**src/rtl/alpha_gc_extract.sv**
```systemverilog
`default_nettype none
// ============================================================================
// Module   : alpha_gc_extract
// Brief    : Seeks DDR read-back words by detection gate count, extracts the
//            per-gate symbol and packs symbols into OUT_W-bit alpha words.
// Revision : 1.0 - initial parametrised release
// ============================================================================
module alpha_gc_extract #(
    parameter int SYM_W  = 2,
    parameter int WORD_W = 256,
    parameter int OUT_W  = 128,
    parameter int GC_W   = 48
) (
    input  logic              clk200_i,
    input  logic              alpha_rst,
    input  logic              start_i,
    input  logic              stop_i,
    input  logic              flush_i,
    input  logic [GC_W-1:0]   gc_base_i,
    input  logic [WORD_W-1:0] s_axis_word_tdata,
    input  logic              s_axis_word_tvalid,
    output logic              s_axis_word_tready,
    input  logic [GC_W-1:0]   s_axis_gc_tdata,
    input  logic              s_axis_gc_tvalid,
    output logic              s_axis_gc_tready,
    output logic [OUT_W-1:0]  m_axis_alpha_tdata,
    output logic              m_axis_alpha_tvalid,
    input  logic              m_axis_alpha_tready,
    output logic              m_axis_alpha_tlast,
    output logic [31:0]       gc_count,
    output logic [31:0]       word_count,
    output logic              err_order
);

    localparam int SPW    = WORD_W / SYM_W;
    localparam int SPO    = OUT_W / SYM_W;
    localparam int SPW_LG = $clog2(SPW);
    localparam int SYM_LG = $clog2(SYM_W);
    localparam int CNT_W  = $clog2(SPO) + 1;
    localparam int RIDX_W = $clog2(WORD_W);
    localparam int WIDX_W = $clog2(OUT_W);

    typedef enum logic [2:0] {
        S_IDLE    = 3'd0,
        S_WAIT_GC = 3'd1,
        S_SEEK    = 3'd2,
        S_EXTRACT = 3'd3,
        S_OUT     = 3'd4
    } state_t;

    state_t             r_state;
    logic [GC_W-1:0]    r_base;
    logic [GC_W-1:0]    r_cur_idx;
    logic [GC_W-1:0]    r_tgt;
    logic [SPW_LG-1:0]  r_off;
    logic               r_word_valid;
    logic [WORD_W-1:0]  r_word;
    logic [OUT_W-1:0]   r_pack;
    logic [CNT_W-1:0]   r_pack_cnt;
    logic               r_tvalid;
    logic               r_tlast;
    logic               r_stop_pend;
    logic               r_err;
    logic [31:0]        r_gc_cnt;
    logic [31:0]        r_word_cnt;

    logic               w_pack_nz;
    logic               w_seek_hit;
    logic [GC_W-1:0]    w_rel;
    logic [GC_W-1:0]    w_tgt;
    logic [SPW_LG-1:0]  w_off;
    logic               w_drop;
    logic [RIDX_W-1:0]  w_rd_idx;
    logic [WIDX_W-1:0]  w_wr_idx;
    logic [SYM_W-1:0]   w_sym;

    assign w_pack_nz  = (r_pack_cnt != '0);
    assign w_seek_hit = r_word_valid && (r_cur_idx == r_tgt);

    // Readies are withheld whenever the cycle is claimed by stop or flush so
    // that upstream never sees a handshake the block does not act on.
    assign s_axis_gc_tready   = (r_state == S_WAIT_GC) && !stop_i && !(flush_i && w_pack_nz);
    assign s_axis_word_tready = (r_state == S_SEEK) && !w_seek_hit && !stop_i;

    assign w_rel  = s_axis_gc_tdata - r_base;
    assign w_tgt  = w_rel >> SPW_LG;
    assign w_off  = w_rel[SPW_LG-1:0];
    assign w_drop = (s_axis_gc_tdata < r_base) || (r_word_valid && (w_tgt < r_cur_idx));

    assign w_rd_idx = RIDX_W'(r_off) << SYM_LG;
    assign w_wr_idx = WIDX_W'(r_pack_cnt) << SYM_LG;
    assign w_sym    = r_word[w_rd_idx +: SYM_W];

    assign m_axis_alpha_tdata  = r_pack;
    assign m_axis_alpha_tvalid = r_tvalid;
    assign m_axis_alpha_tlast  = r_tlast;
    assign gc_count            = r_gc_cnt;
    assign word_count          = r_word_cnt;
    assign err_order           = r_err;

    always_ff @(posedge clk200_i or posedge alpha_rst) begin
        if (alpha_rst) begin
            r_state      <= S_IDLE;
            r_base       <= '0;
            r_cur_idx    <= '0;
            r_tgt        <= '0;
            r_off        <= '0;
            r_word_valid <= 1'b0;
            r_word       <= '0;
            r_pack       <= '0;
            r_pack_cnt   <= '0;
            r_tvalid     <= 1'b0;
            r_tlast      <= 1'b0;
            r_stop_pend  <= 1'b0;
            r_err        <= 1'b0;
            r_gc_cnt     <= '0;
            r_word_cnt   <= '0;
        end else begin
            case (r_state)
                S_IDLE: begin
                    if (start_i) begin
                        r_base       <= gc_base_i;
                        r_word_valid <= 1'b0;
                        r_cur_idx    <= '0;
                        r_pack       <= '0;
                        r_pack_cnt   <= '0;
                        r_gc_cnt     <= '0;
                        r_word_cnt   <= '0;
                        r_err        <= 1'b0;
                        r_stop_pend  <= 1'b0;
                        r_tlast      <= 1'b0;
                        r_state      <= S_WAIT_GC;
                    end
                end
                S_WAIT_GC: begin
                    if (stop_i) begin
                        r_pack     <= '0;
                        r_pack_cnt <= '0;
                        r_state    <= S_IDLE;
                    end else if (flush_i && w_pack_nz) begin
                        r_tvalid <= 1'b1;
                        r_tlast  <= 1'b1;
                        r_state  <= S_OUT;
                    end else if (s_axis_gc_tvalid) begin
                        if (w_drop) begin
                            r_err <= 1'b1;
                        end else begin
                            r_gc_cnt <= r_gc_cnt + 32'd1;
                            r_tgt    <= w_tgt;
                            r_off    <= w_off;
                            r_state  <= S_SEEK;
                        end
                    end
                end
                S_SEEK: begin
                    if (stop_i) begin
                        r_pack     <= '0;
                        r_pack_cnt <= '0;
                        r_state    <= S_IDLE;
                    end else if (w_seek_hit) begin
                        r_state <= S_EXTRACT;
                    end else if (s_axis_word_tvalid) begin
                        // The first word after start is index 0; later ones advance.
                        r_word       <= s_axis_word_tdata;
                        r_word_cnt   <= r_word_cnt + 32'd1;
                        r_cur_idx    <= r_word_valid ? (r_cur_idx + 1'b1) : '0;
                        r_word_valid <= 1'b1;
                    end
                end
                S_EXTRACT: begin
                    if (stop_i) begin
                        r_pack     <= '0;
                        r_pack_cnt <= '0;
                        r_state    <= S_IDLE;
                    end else begin
                        r_pack[w_wr_idx +: SYM_W] <= w_sym;
                        r_pack_cnt                <= r_pack_cnt + 1'b1;
                        if (r_pack_cnt == CNT_W'(SPO - 1)) begin
                            r_tvalid <= 1'b1;
                            r_tlast  <= 1'b0;
                            r_state  <= S_OUT;
                        end else begin
                            r_state <= S_WAIT_GC;
                        end
                    end
                end
                S_OUT: begin
                    if (stop_i) begin
                        r_stop_pend <= 1'b1;
                    end
                    if (m_axis_alpha_tready) begin
                        r_tvalid    <= 1'b0;
                        r_tlast     <= 1'b0;
                        r_pack      <= '0;
                        r_pack_cnt  <= '0;
                        r_stop_pend <= 1'b0;
                        r_state     <= (r_stop_pend || stop_i) ? S_IDLE : S_WAIT_GC;
                    end
                end
                default: r_state <= S_IDLE;
            endcase
        end
    end

endmodule
`default_nettype wire

```
**config.mk**
```make
export PLATFORM = sky130hd
export DESIGN_NAME = alpha_gc_extract
export DESIGN_NICKNAME = d
export VERILOG_FILES = /design/src/rtl/alpha_gc_extract.sv
export SDC_FILE = /design/constraint.sdc
export NUM_CORES = 2
export LEC_CHECK = 0
export BUFFER_PORTS_ARGS = -buffer_cell sky130_fd_sc_hd__buf_4
export CAP_MARGIN = 20
export CORE_ASPECT_RATIO = 0.7
export CORE_MARGIN = 2
export CORE_UTILIZATION = 47
export CTS_BUF_LIST = sky130_fd_sc_hd__clkbuf_8
export DETAILED_ROUTE_END_ITERATION = 10
export PLACE_DENSITY = 0.69
export SKIP_LAST_GASP = 1
export SYNTH_ARGS = -nofsm -noshare
export SYNTH_HDL_FRONTEND = slang
export SYNTH_SLANG_ARGS = --single-unit
```
**constraint.sdc**
```tcl
create_clock -name clk200_i -period 66.5 [get_ports clk200_i]
set_input_delay 13.3 -clock clk200_i [delete_from_list [all_inputs] [get_ports clk200_i]]
set_output_delay 13.3 -clock clk200_i [all_outputs]
set_load 0.05 [all_outputs]
```
# Yosys cells after proc, flatten, opt, wreduce, memory -nomap -nowiden
# Index checks and enable logic that the tools add are counted.
word_totals:
  reg_bits: 607
  elab_cells: 147
classes:
  n_addsub: 6
  n_lt_le_gt_ge: 2
  n_eq_ne: 24
  n_shift: 3
  muxes: 61
  bitwise: 4
  reduce_logical: 32
ops:
  columns: ["operator", "count"]
  rows:
  - ["128-bit two-way mux", 4]
  - ["128-bit case mux with 4 select lines", 1]
  - ["32-bit two-way mux", 8]
  - ["256-bit by 9-bit indexed part select with 2-bit output", 1]
  - ["48-bit two-way mux", 5]
  - ["128-bit bitwise mux", 1]
  - ["32-bit case mux with 2 select lines", 2]
  - ["2-bit by 9-bit variable shift with 128-bit output, first input constant", 1]
  - ["2-bit by 9-bit indexed part select with 128-bit output", 1]
  - ["48-bit case mux with 2 select lines", 1]
  - ["32-bit by 1-bit adder with 32-bit output, second input constant", 2]
  - ["48-bit by 1-bit adder with 48-bit output, second input constant", 1]
  - ["48-bit by 41-bit equality test with 1-bit output", 1]
  - ["41-bit by 48-bit < comparator with 1-bit output", 1]
  - ["48-bit < comparator", 1]
  - ["48-bit subtractor", 1]
  - ["3-bit two-way mux", 10]
  - ["7-bit two-way mux", 4]
  - ["7-bit case mux with 4 select lines", 1]
  - ["2-bit inequality test, second input constant", 12]
  - ["1-bit two-way mux", 18]
  - ["6-bit AND reduction", 3]
  - ["3-bit case mux with 5 select lines", 1]
  - ["5-bit AND reduction", 3]
  - ["other kinds (26)", 48]

# Depth between registers and ports, before layout
depth:
  depth_word: 9
  ltp_mapped: 25
  depth_no_buf: 23

# Least setup slack after synthesis
# No wires, ideal clock.
synth_path:
  kind: "in2out"
  startpoint: "input port flush_i"
  endpoint: "output port s_axis_gc_tready"
  arrival_ns: 14.575
  t_required_ns: 53.200
  setup_slack_ns: 38.625
  path_stages: 2
  n_path_buf: 0
  path_cell_list: "o21a_1 > nor3_1"
synth_between:
  elab_chain_cells: 3
synth_lines:
  columns: ["item", "line", "text"]
  rows:
  - ["start, declared", "18", "input logic flush_i,"]
  - ["1-bit logical AND", "82", "assign s_axis_gc_tready = (r_state == S_WAIT_GC) && !stop_i && !(flush_i && w_pack_nz);"]
  - ["1-bit logical NOT", "82", null]
  - ["1-bit logical AND", "82", null]
  - ["end, declared", "25", "output logic s_axis_gc_tready,"]
# No other way between the ends.

# Worst setup path after layout
layout_path:
  startpoint: "input port stop_i"
  endpoint: "output port s_axis_word_tready"
layout_between:
  elab_chain_cells: 2
layout_lines:
  columns: ["item", "line", "text"]
  rows:
  - ["start, declared", "17", "input logic stop_i,"]
  - ["1-bit logical NOT", "83", "assign s_axis_word_tready = (r_state == S_SEEK) && !w_seek_hit && !stop_i;"]
  - ["1-bit logical AND", "83", null]
  - ["end, declared", "22", "output logic s_axis_word_tready,"]
# No other way between the ends.

==> impl_metrics.py <==
metrics = {
    "timing": {
        "rsz0062_at_grt": "false",
        "worst_hold_slack_ns": 0.484,
        "finClkSkew_ns": 0.0329,
        "finalHoldViolCount": 0,
        "max_slew_margin_pct": 22.0,
        "drv_slew": 0,
        "max_slew.worst_pin.slew_ns": 1.17,
        "post-route-min-period_ns": 27.94,
        "finalSetupViolations": 0,
        "fin_setup_tns_ns": 0,
        "fmax_ghz": 0.0358,
        "finalCritPeriodShare_pct": 42.0,
    },
    "layout": {
        "area_delta_synth_final_pct": 22.6,
        "design_area_um2": 38200,
        "layout.nets": 3927,
        "multi_input_area_um2": 14900,
        "fill_cells": 5623,
        "final_common_cell": "dfrtp_1",
        "drive_gt1_share_pct": 31.0,
        "mostFrequentLayoutCells": "605 x dfrtp_1, 581 x buf_4, 427 x nand2_1",
        "seqCellArea_um2": 15200,
    },
    "setup_path": {
        "critPathBufInv": 3,
        "timing.rr.start": "r_base[0]$_DFFE_PP0P_",
        "cp_cell_sequence": "buf_4 -> nor2_1 -> nand2_1 -> nor2_1 -> o31a_1 -> buf_4 -> buf_4",
        "worstSetupPathType": "primary input to primary output",
        "path_common_cell": "buf_4",
        "start_kind": "primary input",
        "slowest_delay_ns": 0.30,
        "arrival_ns": 14.64,
        "r2r-end": "r_tgt[39]$_DFFE_PP0P_",
        "rrSetupSlack_ns": 59.31,
        "cp-end-kind": "primary output",
        "crit_fanout": 9,
        "cpMaxStageDelayCell": "nor2_1",
        "critical-path-top-delay-family": "buffers and inverters",
        "worst_r2r_path_depth": 20,
        "worstPathRequired_ns": 53.20,
    },
    "placement": {
        "portBuffers": 556,
        "hpwlAfterDp_um": 68100,
        "place_area_um2": 36100,
        "place.gp.congestion": 0.881,
    },
    "clocking": {
        "numCtsBuffers": 96,
        "cts_buffer_depth": 3,
        "cts.htree.levels": 3,
        "tritoncts": "done",
        "clkSlewWorstSetupHoldPaths_ns": 0.06,
        "insertion_delay_ns": 0.72,
        "post_cts_resized": 0,
        "clockRootBuffer": "clkbuf_8",
        "cts.sinks": 607,
        "hold_buffers": 0,
        "postCtsSetupBuffers": 0,
    },
    "power_and_ir_drop": {
        "p_leak_nw": 18.2,
        "power_density_nw_per_um2": 37.1,
        "swShare_pct": 37.0,
        "power.internal_w": 0.000892,
        "comb_power_share_pct": 39.7,
        "ir_drop_v": 0.0000200,
        "p_switching_w": 0.000523,
        "clkPwrFrac_pct": 24.4,
        "seqPwrFrac_pct": 35.9,
    },
    "floorplan": {
        "core_um2": 65200,
        "io_pins": 557,
        "dieArea_um2": 68400,
        "fp.dieW_um": 312,
        "fp.dieH_um": 219,
        "initial_core_util_pct": 47.8,
        "rows": 78,
    },
    "detailed_routing": {
        "routed-via-count": 24900,
        "ant_nets": 0,
        "drtIter0Drc": 2282,
        "wl_per_cell_um": 20.9,
        "avgViaCountPerCell": 5.63,
        "drt_first_pass_iters": 5,
        "routed_wl_um": 92400,
        "drc": 0,
    },
    "yosys": {
        "ys_top_cells_by_area": "dfrtp_1 49%, mux2_2 9.6%, mux4_2 6.1%",
        "synthCells": 2941,
        "ys_seq_area_share_pct": 48.7,
        "synth-async-reset-ratio_pct": 100,
        "synth_nets": 3395,
        "ys.flop_type": "dfrtp_1",
        "yosys.area.top_type": "dfrtp_1",
        "synth_warnings": 0,
        "netlist.area_leader.share_pct": 48.7,
        "synth-edff-count": 0,
        "synth-seq-cells": 607,
        "syn-cell-area_um2": 31200,
        "yosysUniqueCellTypes": 71,
        "avgSynthCellArea_um2": 10.6,
    },
    "worst_hold_path": {
        "min-delay-start": "r_off[1]$_DFFE_PP0P_",
        "hold_depth": 2,
        "hold_end": "r_off[1]$_DFFE_PP0P_",
        "holdCritPathClass": "flop to flop",
    },
    "grt": {
        "grt_pass1_vias": 23700,
        "gr-total-overflow": 0,
        "antenna_found_initial": 5,
        "grt_pass1_wl_um": 142000,
        "grtUsageTotal_pct": 26.8,
        "grt_max_degree": 200,
    },
    "job": {
        "drv_cap": 0,
    },
    "status": {
        "status": "finished, final reports clean",
    },
}
-- power by group through the flow --
stage                     combinational (W)  sequential (W)  clock [W]
after detailed placement           0.000556        0.000514          0
after CTS                          0.000559        0.000508   0.000351
after global placement             0.000548        0.000511          0
after floorplan                    0.000413        0.000496          0
after global routing               0.000622        0.000519   0.000368
final                              0.000562        0.000509   0.000345
-- layer usage --
| metal | GRT usage, % | wire length, um | vias to the layer above |
|---|---|---|---|
| li1 | - | - | 11600 |
| met1 | 39.5 | 43100 | 12300 |
| met2 | 40.5 | 41200 | 889 |
| met3 | 5.05 | 5930 | 145 |
| met4 | 7.23 | 2180 | 0 |
| met5 | 0 | 0 | - |
-- cell usage after synthesis (all sizes together), types with 14 or more instances --
library cell and instances:
and3 31, a21oi 127, ha 93, mux2 267, mux2i 14, and2 16
a31oi 23, nand4 37, nand2 429, nor4 21, o211ai 19, xor2 85
a21o 32, mux4 84, xnor2 60, o21ai 264, nand3 100, o22ai 27
clkbuf 124, nor3 33, dfrtp 607, nor2 134, o31ai 24, or3 15
inv 117, buf 26
-- registers in the layout (all words and copies together) (netlist names) --
name / count
err_order: 1
gc_count: 32
m_axis_alpha_tdata: 128
m_axis_alpha_tlast: 1
m_axis_alpha_tvalid: 1
r_base: 48
r_cur_idx: 48
r_off: 7
r_pack_cnt: 7
r_state: 3
r_stop_pend: 1
r_tgt: 41
r_word: 256
r_word_valid: 1
word_count: 32
-- cells by family (layout without fill, tap and decap cells) --
logic type	Yosys count	in the layout	share of synthesized area, %
mux	365	365	16.2
simple gates	867	867	12.5
compound gates	596	596	11.3
buf+inv	267	867	3.39
other cells	0	3	0
xor+xnor	145	145	4.08
flops	607	607	48.7
fa+ha+maj	94	94	3.80
-- tightest hold or removal path, stage by stage (launching register included) --
cell and delay (ns):
dfrtp_1 0.34, nand2_1 0.05, o21ai_0 0.06
-- through the flow --
stage | utilization [%] | total power (W) | setup WS, ns | instances
finish | 58.6 | 0.00142 | 38.56 | 4424
global route | 58.6 | 0.00151 | 38.46 | 4424
CTS | 58.5 | 0.00142 | 38.57 | 4419
detailed placement | 55.3 | 0.00107 | 38.57 | 4253
global placement | 55.3 | 0.00106 | 38.65 | 4253
floorplan | - | 0.000909 | 36.21 | 2941
-- how the worst max path moves through the flow --
stage,to,start,cells past startpoint
detailed placement,s_axis_word_tready,stop_i,7
finish,s_axis_word_tready,stop_i,7
CTS,s_axis_word_tready,stop_i,7
global placement,s_axis_word_tready,stop_i,7
floorplan,err_order$_DFFE_PP0P_,alpha_rst,1
global route,s_axis_word_tready,stop_i,7
-- cell type report --
type	count	share of cell area, %
clock inverters	39	0.839
inverters	117	1.17
repair buffers	584	11.6
flip-flops and latches	607	39.8
clock buffers	127	4.58
multi-input cells	2067	39.1
well taps	880	2.88
diodes	3	0.0197
Power figures use the tool's default switching activity.
